### src/rtl/sound_seq_b3_if.sv
// Bus bundle for the note sequencer: CPU register port, CPU direct sound writes,
// the arbitrated master write port to the sound peripheral, and playback status.
// The sequencer takes the slave modport; the CPU side takes the master modport.
interface sound_seq_b3_if;
  logic [3:0] addr;
  logic [7:0] data_in;
  logic [7:0] data_out;
  logic       re;
  logic       we;
  logic [3:0] cpu_snd_addr;
  logic [7:0] cpu_snd_data;
  logic       cpu_snd_we;
  logic [3:0] snd_addr;
  logic [7:0] snd_data;
  logic       snd_we;
  logic       busy;
  logic [3:0] step_idx;

  modport master (
    output addr, data_in, re, we, cpu_snd_addr, cpu_snd_data, cpu_snd_we,
    input  data_out, snd_addr, snd_data, snd_we, busy, step_idx
  );

  modport slave (
    input  addr, data_in, re, we, cpu_snd_addr, cpu_snd_data, cpu_snd_we,
    output data_out, snd_addr, snd_data, snd_we, busy, step_idx
  );
endinterface

### src/rtl/sound_seq_b3.sv
// Autonomous 16-step note sequencer driving the SN76477 sound peripheral registers.
// Latency: START to first peripheral write is 2 cycles (FETCH, then WR_LO).
// Backpressure: a CPU direct write always owns the port; sequencer writes stall and retry.
module sound_seq_b3 #(
  parameter int TICK_CYCLES = 100000
) (
  input  logic          clk,
  input  logic          reset,
  sound_seq_b3_if.slave bus
);

  localparam int TW = (TICK_CYCLES > 1) ? $clog2(TICK_CYCLES) : 1;
  localparam logic [TW-1:0] TICK_LAST = TW'(TICK_CYCLES - 1);

  typedef enum logic [2:0] {
    S_IDLE, S_FETCH, S_WR_LO, S_WR_HI, S_WR_MIX, S_HOLD, S_WR_OFF
  } state_t;

  state_t      state;
  logic [3:0]  step_idx;
  logic [11:0] cur_freq;
  logic [7:0]  cur_dur;
  logic [TW-1:0] tick_cnt;
  logic [8:0]  ticks_left;

  logic        loop_r;
  logic [3:0]  ptr_r;
  logic [7:0]  flo_r;
  logic [3:0]  fhi_r;
  logic [3:0]  len_r;
  logic [3:0]  mix_r;
  logic [11:0] tbl_freq [16];
  logic [7:0]  tbl_dur  [16];

  logic        start_p;
  logic        stop_p;
  logic        busy;
  logic        wr_req;
  logic        wr_ok;
  logic [3:0]  last_idx;
  logic [3:0]  fsm_addr;
  logic [7:0]  fsm_data;

  assign start_p  = bus.we && (bus.addr == 4'h0) && bus.data_in[0];
  assign stop_p   = bus.we && (bus.addr == 4'h0) && bus.data_in[1];
  assign busy     = (state != S_IDLE);
  // LEN of 0 means 16 steps; the 4-bit wrap of 0-1 gives index 15.
  assign last_idx = len_r - 4'd1;
  assign wr_req   = (state == S_WR_LO) || (state == S_WR_HI) ||
                    (state == S_WR_MIX) || (state == S_WR_OFF);
  // The CPU always wins the port; a sequencer write only lands when it is idle.
  assign wr_ok    = !bus.cpu_snd_we;

  assign bus.busy     = busy;
  assign bus.step_idx = step_idx;

  // Register file and step table writes from the CPU slave port.
  always_ff @(posedge clk or negedge reset) begin
    if (!reset) begin
      loop_r <= 1'b0;
      ptr_r  <= 4'h0;
      flo_r  <= 8'h00;
      fhi_r  <= 4'h0;
      len_r  <= 4'h0;
      mix_r  <= 4'h0;
      for (int i = 0; i < 16; i++) begin
        tbl_freq[i] <= 12'h000;
        tbl_dur[i]  <= 8'h00;
      end
    end else if (bus.we) begin
      case (bus.addr)
        4'h0: loop_r <= bus.data_in[2];
        4'h1: ptr_r  <= bus.data_in[3:0];
        4'h2: flo_r  <= bus.data_in;
        4'h3: fhi_r  <= bus.data_in[3:0];
        4'h4: begin
          tbl_freq[ptr_r] <= {fhi_r, flo_r};
          tbl_dur[ptr_r]  <= bus.data_in;
          ptr_r           <= ptr_r + 4'd1;
        end
        4'h5: len_r  <= bus.data_in[3:0];
        4'h6: mix_r  <= bus.data_in[3:0];
        default: ;
      endcase
    end
  end

  // CPU read mux; unmapped addresses and re=0 read as zero.
  always_comb begin
    bus.data_out = 8'h00;
    if (bus.re) begin
      case (bus.addr)
        4'h0: bus.data_out = {5'b0, loop_r, 1'b0, busy};
        4'h1: bus.data_out = {4'b0, ptr_r};
        4'h2: bus.data_out = flo_r;
        4'h3: bus.data_out = {4'b0, fhi_r};
        4'h5: bus.data_out = {4'b0, len_r};
        4'h6: bus.data_out = {4'b0, mix_r};
        default: bus.data_out = 8'h00;
      endcase
    end
  end

  // Peripheral register write the current state wants to make.
  always_comb begin
    fsm_addr = 4'h0;
    fsm_data = 8'h00;
    case (state)
      S_WR_LO:  begin fsm_addr = 4'h0; fsm_data = cur_freq[7:0]; end
      S_WR_HI:  begin fsm_addr = 4'h1; fsm_data = {4'b0, cur_freq[11:8]}; end
      S_WR_MIX: begin fsm_addr = 4'hA; fsm_data = (cur_freq != 12'h000) ? {4'b0, mix_r} : 8'h00; end
      S_WR_OFF: begin fsm_addr = 4'hA; fsm_data = 8'h00; end
      default:  ;
    endcase
  end

  // Master port mux: CPU direct write first, then the sequencer, else a quiet zero bus.
  always_comb begin
    bus.snd_we   = 1'b0;
    bus.snd_addr = 4'h0;
    bus.snd_data = 8'h00;
    if (bus.cpu_snd_we) begin
      bus.snd_we   = 1'b1;
      bus.snd_addr = bus.cpu_snd_addr;
      bus.snd_data = bus.cpu_snd_data;
    end else if (wr_req) begin
      bus.snd_we   = 1'b1;
      bus.snd_addr = fsm_addr;
      bus.snd_data = fsm_data;
    end
  end

  // Playback FSM: STOP beats START, START restarts from step 0, HOLD counts dur ticks.
  always_ff @(posedge clk or negedge reset) begin
    if (!reset) begin
      state      <= S_IDLE;
      step_idx   <= 4'h0;
      cur_freq   <= 12'h000;
      cur_dur    <= 8'h00;
      tick_cnt   <= '0;
      ticks_left <= 9'd0;
    end else if (stop_p && busy) begin
      state <= S_WR_OFF;
    end else if (start_p && !stop_p) begin
      state    <= S_FETCH;
      step_idx <= 4'h0;
    end else begin
      case (state)
        S_IDLE: ;
        S_FETCH: begin
          cur_freq <= tbl_freq[step_idx];
          cur_dur  <= tbl_dur[step_idx];
          state    <= S_WR_LO;
        end
        S_WR_LO:  if (wr_ok) state <= S_WR_HI;
        S_WR_HI:  if (wr_ok) state <= S_WR_MIX;
        S_WR_MIX: if (wr_ok) begin
          state      <= S_HOLD;
          tick_cnt   <= '0;
          ticks_left <= (cur_dur == 8'h00) ? 9'd256 : {1'b0, cur_dur};
        end
        S_HOLD: begin
          if (tick_cnt == TICK_LAST) begin
            tick_cnt <= '0;
            if (ticks_left == 9'd1) begin
              if (step_idx < last_idx) begin
                step_idx <= step_idx + 4'd1;
                state    <= S_FETCH;
              end else if (loop_r) begin
                step_idx <= 4'h0;
                state    <= S_FETCH;
              end else begin
                state <= S_WR_OFF;
              end
            end else begin
              ticks_left <= ticks_left - 9'd1;
            end
          end else begin
            tick_cnt <= tick_cnt + TW'(1);
          end
        end
        S_WR_OFF: if (wr_ok) state <= S_IDLE;
        default:  state <= S_IDLE;
      endcase
    end
  end

endmodule

### src/flat_wrapper.sv
// flat-port wrapper written by rule: the top's interface ports become plain ports
module sound_seq_b3_flat 
#(
  parameter int TICK_CYCLES = 100000
)
  (clk, reset, bus_addr, bus_data_in, bus_re, bus_we, bus_cpu_snd_addr, bus_cpu_snd_data, bus_cpu_snd_we, bus_data_out, bus_snd_addr, bus_snd_data, bus_snd_we, bus_busy, bus_step_idx);
  sound_seq_b3_if bus_i ();
  input  logic clk;
  input  logic reset;
  input wire logic [$bits(bus_i.addr)-1:0] bus_addr;
  input wire logic [$bits(bus_i.data_in)-1:0] bus_data_in;
  input wire logic [$bits(bus_i.re)-1:0] bus_re;
  input wire logic [$bits(bus_i.we)-1:0] bus_we;
  input wire logic [$bits(bus_i.cpu_snd_addr)-1:0] bus_cpu_snd_addr;
  input wire logic [$bits(bus_i.cpu_snd_data)-1:0] bus_cpu_snd_data;
  input wire logic [$bits(bus_i.cpu_snd_we)-1:0] bus_cpu_snd_we;
  output wire logic [$bits(bus_i.data_out)-1:0] bus_data_out;
  output wire logic [$bits(bus_i.snd_addr)-1:0] bus_snd_addr;
  output wire logic [$bits(bus_i.snd_data)-1:0] bus_snd_data;
  output wire logic [$bits(bus_i.snd_we)-1:0] bus_snd_we;
  output wire logic [$bits(bus_i.busy)-1:0] bus_busy;
  output wire logic [$bits(bus_i.step_idx)-1:0] bus_step_idx;
  assign bus_i.addr = bus_addr;
  assign bus_i.data_in = bus_data_in;
  assign bus_i.re = bus_re;
  assign bus_i.we = bus_we;
  assign bus_i.cpu_snd_addr = bus_cpu_snd_addr;
  assign bus_i.cpu_snd_data = bus_cpu_snd_data;
  assign bus_i.cpu_snd_we = bus_cpu_snd_we;
  assign bus_data_out = bus_i.data_out;
  assign bus_snd_addr = bus_i.snd_addr;
  assign bus_snd_data = bus_i.snd_data;
  assign bus_snd_we = bus_i.snd_we;
  assign bus_busy = bus_i.busy;
  assign bus_step_idx = bus_i.step_idx;
  sound_seq_b3 #(.TICK_CYCLES(TICK_CYCLES)) u_core (.clk(clk), .reset(reset), .bus(bus_i));
endmodule
### config.mk
export PLATFORM = sky130hd
export DESIGN_NAME = sound_seq_b3_flat
export DESIGN_NICKNAME = d
export VERILOG_FILES = /design/src/rtl/sound_seq_b3_if.sv /design/src/rtl/sound_seq_b3.sv /design/src/flat_wrapper.sv
export SDC_FILE = /design/constraint.sdc
export NUM_CORES = 1
export LEC_CHECK = 0
export BUFFER_PORTS_ARGS = -buffer_cell sky130_fd_sc_hd__buf_2
export CAP_MARGIN = 10
export CELL_PAD_IN_SITES_DETAIL_PLACEMENT = 1
export CELL_PAD_IN_SITES_GLOBAL_PLACEMENT = 1
export CORE_ASPECT_RATIO = 0.5
export CORE_MARGIN = 2
export CORE_UTILIZATION = 54
export CTS_CLUSTER_DIAMETER = 60
export DETAILED_ROUTE_END_ITERATION = 10
export PLACE_DENSITY_LB_ADDON = 0.1
export SKIP_LAST_GASP = 1
export SYNTH_ARGS = -nofsm -noshare
export SYNTH_HDL_FRONTEND = slang
export SYNTH_SLANG_ARGS = --single-unit
### constraint.sdc
create_clock -name clk -period 4.8 [get_ports clk]
set_input_delay 0.96 -clock clk [delete_from_list [all_inputs] [get_ports clk]]
set_output_delay 0.96 -clock clk [all_outputs]
set_load 0.05 [all_outputs]
==> results of run 1 <==
==> cell families (layout without fill, tap and decap cells) <==
kind of cell             Yosys count  count (layout)  share of synthesized area
multiplexers                     467             467                     0.3083
other                              0               2                          0
XOR/XNOR                           3               3                   0.001370
AO/OA/AOI/OAI                    191             191                    0.06138
flip-flops                       398             398                     0.5192
AND/OR/NAND/NOR                  265             265                    0.07305
adder cells (fa/ha/maj)           12              12                   0.007827
buffers and inverters            135             166                    0.02889
==> metal layers <==
layer	global-route usage	wire length (µm)	up-vias
li1	-	-	5427
met1	0.4008	23730	6814
met2	0.4839	25260	315
met3	0.07424	3529	95
met4	0.08564	1223	6
met5	0	43	-
==> path summary, 6_finish.rpt <==
kind	cells after the start	endpoint	start
max in group asynchronous	2	u_core.tbl_dur[107]	reset
worst min register to register	1	u_core.tick_cnt[16]	u_core.tick_cnt[16]
worst max register to register	5	u_core.cur_dur[7]	u_core.bus.step_idx[0]
worst min-delay path	1	u_core.tick_cnt[16]	u_core.tick_cnt[16]
min in group asynchronous	1	u_core.tick_cnt[11]	reset
worst max-delay path	6	bus_snd_data[1]	u_core.state[0]
==> cell usage after synthesis, drive strengths merged (3+ instances only) <==
cell      n
dfrtp   398
mux2    391
clkbuf   95
nand2    82
o21ai    66
mux4     60
a21oi    37
nor3     36
nor2b    27
nor2     26
buf      24
nand3    20
o22ai    20
inv      16
mux2i    16
ha       12
and2     11
nor4     11
a31oi    10
nand2b   10
a22o      9
nand4     8
o31ai     8
or3       7
a211oi    5
a21o      5
a221oi    5
nor3b     5
o211ai    4
a22oi     3
nand3b    3
nand4b    3
==> power by group <==
group          total [mW]  switching, mW  internal [mW]
Combinational        1.05          0.612          0.439
Clock                2.97           1.30           1.68
Sequential           4.05          0.387           3.66
Total                8.07           2.29           5.78
==> area by class of cell <==
cell class | instances | area share
Inverter | 16 | 0.002850
Sequential cell | 398 | 0.4730
Tap cell | 475 | 0.02820
Multi-Input combinational cell | 938 | 0.4120
Antenna cell | 2 | 0.0002375
Timing Repair Buffer | 86 | 0.02707
Clock buffer | 56 | 0.05165
Clock inverter | 8 | 0.004928
==> flip-flops by register name (all words and copies together), names as in the netlist <==
| name | count |
|---|---|
| u_core.bus.step_idx | 4 |
| u_core.cur_dur | 8 |
| u_core.cur_freq | 12 |
| u_core.fhi_r | 4 |
| u_core.flo_r | 8 |
| u_core.len_r | 4 |
| u_core.loop_r | 1 |
| u_core.mix_r | 4 |
| u_core.ptr_r | 4 |
| u_core.state | 3 |
| u_core.tbl_dur | 128 |
| u_core.tbl_freq | 192 |
| u_core.tick_cnt | 17 |
| u_core.ticks_left | 9 |
==> metrics by stage <==
step | area (µm²) | util
floorplan | 19180 | -
global placement | 19880 | 0.5726
detailed placement | 19880 | 0.5726
CTS | 21070 | 0.6070
global route | 21070 | 0.6071
finish | 21080 | 0.6071
==> worst max-delay path, cell delays in order (launching register included) <==
cell	delay, ns
dfrtp_1	0.67
or3b_2	0.62
a31oi_1	0.32
nand2_1	0.09
o21ai_0	0.11
a22o_1	0.17
buf_2	0.26
==> impl_metrics.toml, run 1 <==
[clock_network]
cts_tree = "yes"
cts-root-buf = "clkbuf_16"
cts_setup_buffers = 0
ctsHtreeMaxLevel = 2
cts_resized = 0
clkTransAtPathRegs_ns = 0.07
cts.sinks = 398
insertion_delay_ns = 0.54
cts_hold_buf = 0
cts_buffers = 37
cts_buffer_depth = 3

[detailed_routing]
dr.first_iter.drc_count = 1076
wirelength_um = 53780
viasPerCell = 6.396
drtPass1Iterations = 5
drc_errors = 0
route.antenna.remaining_nets = 0
wl_per_cell_um = 27.18
num_vias = 12660

[global_routing]
grt_pass1_wl_um = 82720
grt.total_usage = 0.2973
grt_max_degree = 112
overflow = 0
grt_pass1_vias = 13720
antenna_found_initial = 6

[placement]
dp_cells = 1913
io_buffer_count = 54
gp_congestion = 0.8871
dpl.hpwl_um = 33190
pre_cts_ws_ns = 1.170

[critical_path]
critPathKind = "reg2out"
crit_required_ns = 3.84
r2r_setup_slack_ns = 1.71
worstPathArrival_ns = 2.78
cp_max_fo = 22
crit_path_end_kind = "output pin"
startpoint_type = "register"

[min_path]
hold_path_class = "reg2reg"

[floorplan]
num_rows = 48
die_area_um2 = 37140
ios = 55
core_area_um2 = 34710
die_h_um = 137.3
start_util = 0.5526
die_w_um = 270.6

[synthesis]
synth_area_per_cell_um2 = 13.04
synth_cell_types = 67
synthArstFlopShare = 1.000
ys_ff_latch = 398
yosys_warnings = 0
ys.flop_type = "dfrtp_1"
yosysTopAreaCellShare = 0.5192
synth_edf_count = 0
synth.area.top_cells = "dfrtp_1 (52%), mux2_2 (23%), mux4_2 (7.0%)"
syn_area_um2 = 19180
synth_nets = 1512
yosysTopAreaCell = "dfrtp_1"
syn_inst = 1471
ys_seq_area_frac = 0.5192

[final_layout]
nFillCells = 3357
layout.area.seq_um2 = 9970
layout_common_cells = "dfrtp_1 (394), mux2_2 (389), nand2_1 (78), o21ai_0 (66), mux4_2 (60)"
drive_gt1_frac = 0.4028
final_common_cell = "dfrtp_1"
final_cells = 1979
fin_nets = 1518
syn_to_final_growth_pct = 9.862
multi_input_area_um2 = 8683

[run_status]
status = "finished, final reports clean"

[timing]
fin_ws_ns = 1.064
hold_viol = 0
finalMaxSlewViolations = 0
slew_headroom = 0.1798
setup_violations = 0
min_period_ns = 3.736
grt_setup_unrepaired = "no"
fin_skew_ns = 0.02150
finalCritPeriodShare = 0.7784
hold_ws_ns = 0.4691
worst_slew_pin_slew_ns = 1.225
max_freq_ghz = 0.2676
finalSetupTns_ns = 0

[power]
p_per_area_nw_per_um2 = 383.1
ir_worst_vdd_v = 0.0002424
p_leak_nw = 10.02
totalPowerFinal_mw = 8.075

[job]
drv_cap = 0
Note: power is estimated with default switching activity, not from simulation.
==> run 2: changes to the inputs <==
- CORE_UTILIZATION: 54 -> 47
- clock period: 4.8 -> 3.2 ns (I/O delays scaled with it)
==> impl_metrics.toml, run 2 (synthesized netlist as in run 1, its figures left out) <==
[timing]
finalMaxSlewViolations = 0
finalCritPeriodShare = 0.9676
max_freq_ghz = 0.3230
fin_skew_ns = 0.01501
grt_setup_unrepaired = "no"
worst_slew_pin_slew_ns = 1.217
slew_headroom = 0.1817
setup_violations = 0
hold_viol = 0
min_period_ns = 3.096

[power]
ir_worst_vdd_v = 0.0004064
totalPowerFinal_mw = 12.38
p_per_area_nw_per_um2 = 570.8
p_leak_nw = 10.32

[final_layout]
regMostFlops = "u_core.tbl_freq"
final_core_util = 0.5376
drive_gt1_frac = 0.4279
multi_input_area_um2 = 8687
final_cells = 2095
nFillCells = 4050
largest_register_ffs = 192
fin_nets = 1568
syn_to_final_growth_pct = 13.04
final_common_cell = "dfrtp_1"
reg.largest.list = "u_core.tbl_freq x192, u_core.tbl_dur x128, u_core.tick_cnt x17"
layout_common_cells = "dfrtp_1 (393), mux2_2 (389), nand2_1 (81), buf_4 (72), o21ai_0 (66)"
layout.area.seq_um2 = 9971
finalInstanceArea_um2 = 21680

[detailed_routing]
drtPass1Iterations = 5
route.antenna.remaining_nets = 0
wl_per_cell_um = 26.10
wirelength_um = 54670
viasPerCell = 6.041
drc_errors = 0
num_vias = 12660
dr.first_iter.drc_count = 768

[global_routing]
grt_pass1_wl_um = 84680
grt.total_usage = 0.2643
met2_usage = 0.4242
overflow = 0
use_met1 = 0.3722
antenna_found_initial = 5
grt.busiest_layer = "met2"
grt_pass1_vias = 13990
grt_max_degree = 87
use_met3 = 0.05512

[placement]
io_buffer_count = 54
dp_cells = 2027
dpl.hpwl_um = 35660
placed_cell_area_um2 = 20390
gp_congestion = 0.8393

[clock_network]
cts_buffers = 38
cts_tree = "yes"
insertion_delay_ns = 0.55
cts-root-buf = "clkbuf_16"
cts_buffer_depth = 3
ctsHtreeMaxLevel = 2
cts_hold_buf = 0
cts.sinks = 398
clkTransAtPathRegs_ns = 0.07

[critical_path]
crit_path_end_kind = "output pin"
cp_slowest_stage_delay_ns = 0.57
crit_chain = "or3b_2, a31oi_2, nand2_1, o21ai_0, a22o_1, buf_2"
cp_slowest_cell = "or3b_2"
cp_max_fo = 9
startpoint_type = "register"
crit_required_ns = 2.56
critPathBufInv = 1
crit_family = "simple AND/OR/NAND/NOR gates"
critPathKind = "reg2out"
worstPathArrival_ns = 2.46

[floorplan]
ios = 55
start_util = 0.4756
die_area_um2 = 42550
die_h_um = 146.9
num_rows = 52
core_area_um2 = 40340
die_w_um = 289.7

[job]
drv_cap = 0

[run_status]
status = "finished, final reports clean"

[min_path]
hold_path_class = "in2async"
## run 2: layer usage
layer,vias up,part of all wire
met5,-,0.00053
met4,4,0.020
met3,90,0.048
met2,205,0.47
met1,6845,0.46
li1,5512,-
## run 2: stage by stage
| stage | TNS (ns) | hold WS [ns] | setup WS, ns |
|---|---|---|---|
| 2_1_floorplan | -0.2658 | 0.3444 | -0.1329 |
| 3_3_place_gp | 0 | 0.4591 | 0.3094 |
| 3_5_place_dp | 0 | 0.4738 | 0.2305 |
| 4_1_cts | 0 | 0.06265 | 0.04269 |
| 5_1_grt | 0 | 0.06549 | 0.007231 |
| 6_report | 0 | 0.04444 | 0.1037 |
## run 2: worst reg2reg max path: stages, from the launching register on
cell	delay [ns]
dfrtp_1	0.41
ha_1	0.27
and4_1	0.27
and4_1	0.32
nor4_2	0.95
a41oi_1	0.25
a31oi_1	0.22
## run 2: timing repair
action,4_1_cts,5_1_grt
endpoints found under the hold margin,0,0
buffers inserted,0,0
gates resized for setup,1,3
pin swaps,0,0
setup endpoints to repair,4,4
## run 2: report_power, final
| part | internal [mW] | switching (mW) | total [mW] |
|---|---|---|---|
| combinational | 0.697 | 0.977 | 1.67 |
| clock | 2.65 | 2.04 | 4.69 |
| sequential | 5.50 | 0.516 | 6.01 |
## run 2: final timing paths
| path | start | endpoint | slack (ns) | cells past startpoint |
|---|---|---|---|---|
| hold reg to reg | u_core.tbl_dur[0] | u_core.tbl_dur[0] | 0.49 | 2 |
| hold / removal | reset | u_core.tick_cnt[8] | 0.04 | 1 |
| setup / recovery | u_core.state[1] | bus_snd_data[1] | 0.10 | 6 |
| max in group asynchronous | reset | u_core.tbl_freq[130] | 2.21 | 2 |
| setup reg to reg | u_core.tick_cnt[0] | u_core.tick_cnt[13] | 0.43 | 6 |
| min in group clk | bus_we | u_core.ptr_r[3] | 0.38 | 2 |
## run 2: layout make-up
type                       count  share of cell area
sequential                   398              0.4598
antenna                        1           0.0001154
timing repair buffer         135             0.04639
inverter                      16            0.002770
multi-input combinational    938              0.4006
clock buffer                  52             0.05187
tap                          540             0.03116
clock inverter                15            0.007270
==> run 3: changes to the inputs <==
- ABC_AREA: not set -> 1
- REMOVE_ABC_BUFFERS: not set -> 1
- clock period: 3.2 -> 3 ns (I/O delays scaled with it)
==> impl_metrics.toml, run 3 <==
[synthesis]
synth_cell_types = 46
synth_edf_count = 0
ys_seq_area_frac = 0.5198
yosysTopAreaCell = "dfrtp_1"
yosysTopAreaCellShare = 0.5198
syn_area_um2 = 19160
yosys_warnings = 0
syn_inst = 2376
synth_most_common_cell = "nand2_1"
ys_ff_latch = 398
netlist_top_cells_count = "nand2_1 (552), dfrtp_1 (398), o21ai_0 (387)"
synth.area.top_cells = "dfrtp_1 (52%), nand2_1 (11%), o21ai_0 (10%)"
synth_area_per_cell_um2 = 8.064
ys.flop_type = "dfrtp_1"
synthArstFlopShare = 1.000

[clock_network]
cts_setup_buffers = 0
insertion_delay_ns = 0.56
cts_tree = "yes"
ctsHtreeMaxLevel = 2
clkTransAtPathRegs_ns = 0.07
cts-root-buf = "clkbuf_16"
cts_buffer_depth = 3
cts.sinks = 398
cts_buffers = 39

[timing]
min_period_ns = 2.907
finalMaxSlewViolations = 0
grt_setup_unrepaired = "no"
worst_slew_pin_slew_ns = 0.7957
slew_headroom = 0.4695
finalCritPeriodShare = 0.9691
setup_violations = 0
hold_ws_ns = 0.2673
hold_viol = 0
max_freq_ghz = 0.3440
fin_skew_ns = 0.01877

[placement]
gp_congestion = 0.8534
dpl.hpwl_um = 38430
io_buffer_count = 54

[critical_path]
crit_required_ns = 2.40
critical_path.startpoint = "u_core.cur_freq[6]"
cp_slowest_cell = "nor4_1"
cp_slowest_stage_delay_ns = 0.45
critPathKind = "reg2out"
startpoint_type = "register"
crit_path_end_kind = "output pin"
crit_chain = "nor4_1, nand3_1, nand3_1, nand2_1, nand2_1, nand2_1, buf_2"
cp_max_fo = 4
worstPathArrival_ns = 2.31
cp_common_cell = "nand2_1"
r2r_setup_slack_ns = 0.76
r2r-start = "u_core.ptr_r[3]"

[final_layout]
drive_gt1_frac = 0.09292
fin_nets = 2411
reg.largest.list = "u_core.tbl_freq x192, u_core.tbl_dur x128, u_core.tick_cnt x17"
final_common_cell = "nand2_1"
regMostFlops = "u_core.tbl_freq"
layout_common_cells = "nand2_1 (552), dfrtp_1 (395), o21ai_0 (387), nor2_1 (274), inv_1 (131)"
largest_register_ffs = 192
syn_to_final_growth_pct = 11.38
final_core_util = 0.5290

[detailed_routing]
viasPerCell = 5.734
route.antenna.remaining_nets = 0
drtPass1Iterations = 5
dr.first_iter.drc_count = 1246
wirelength_um = 62070
num_vias = 16870
wl_per_cell_um = 21.10
drc_errors = 0

[floorplan]
die_area_um2 = 42500
ios = 55
die_w_um = 289.5
die_h_um = 146.8
start_util = 0.4750
num_rows = 52
core_area_um2 = 40340

[power]
p_per_area_nw_per_um2 = 673.6
ir_worst_vdd_v = 0.0004848
p_leak_nw = 9.845

[job]
drv_cap = 0

[min_path]
holdCritStartpoint = "bus_data_in[5]"
hold_path_class = "in2reg"

[global_routing]
overflow = 0
grt_pass1_wl_um = 98720
grt.total_usage = 0.3000
antenna_found_initial = 1
grt_max_degree = 112
grt_pass1_vias = 17420

[run_status]
status = "finished, final reports clean"
==> run 3: changes by cell type after synthesis, moves of 66 or more <==
| cell | previous run | this run |
|---|---|---|
| nand2_1 | 81 | 552 |
| mux2_2 | 389 | 0 |
| o21ai_0 | 66 | 387 |
| nor2_1 | 26 | 276 |
| inv_1 | 16 | 133 |
| o21ai_1 | 0 | 99 |
| nand3_1 | 20 | 98 |
| o211ai_1 | 4 | 70 |
==> run 3: worst paths after layout <==
kind / to / depth (start not counted)
worst min register to register: u_core.tbl_freq[78] / 2
min in group asynchronous: u_core.cur_dur[0] / 2
worst min-delay path: u_core.tbl_dur[101] / 3
worst max register to register: u_core.tbl_freq[147] / 6
max in group asynchronous: u_core.tbl_freq[112] / 3
worst max-delay path: bus_snd_data[3] / 7
==> run 3: cells by family (layout without fill, tap and decap cells) <==
group,count (synthesis),count (layout),share of synthesized area
DFF,398,398,0.5198
buffers and inverters,302,326,0.06530
AOI/OAI and AO/OA,663,663,0.1863
other,0,1,0
xor gates and xnor gates,10,10,0.004571
muxes,1,1,0.0005225
and+or+nand+nor,990,990,0.2156
adders and majority gates,12,12,0.007836
==> run 3: area by class of cell <==
| type | count | area (µm²) |
|---|---|---|
| inverters | 139 | 526.8 |
| diodes | 1 | 2.502 |
| fillers | 4902 | 19000 |
| well taps | 540 | 675.6 |
| clock inverters | 10 | 122.6 |
| clock buffers | 61 | 1160 |
| multi-input cells | 1676 | 7974 |
| repair buffers | 116 | 910.9 |
| flip-flops and latches | 398 | 9968 |
==> run 3: critical path: cells and delay by family (launching register included) <==
kind	cells	cell delay, ns
buffers and inverters	1	0.21
DFF	1	0.40
and+or+nand+nor	6	1.13
==> run 3: what timing repair did <==
item                                    in CTS  in global routing
hold endpoints to repair                    30                  0
endpoints found under the setup margin       3                  2
pin swaps                                    0                  0
resized for setup                            1                  1
hold buffers                                 1                  0
==> run 3: routing by layer <==
layer,track usage,share of wire
met4,0.07359,0.021
met5,0,0
met3,0.04534,0.050
met1,0.4279,0.47
met2,0.4832,0.46
==> run 3: metrics by stage <==
step                power [mW]  instances  instance area, µm²  TNS (ns)  worst slack (ns)
floorplan                8.115       2213               18430    -62.64            -2.709
finish                   14.38       2941               21340         0           0.09260
global route             15.09       2940               21340         0          0.005005
global placement         9.260       2868               20040         0            0.5354
CTS                      14.46       2940               21340         0            0.1131
detailed placement       9.366       2868               20040         0            0.4999
==> run 3: where the power goes <==
group          switching, mW  total, mW  internal (mW)
clock                   2.23       5.08           2.85
sequential             0.404       6.35           5.94
combinational           2.03       2.95          0.918
total                   4.66       14.4           9.71
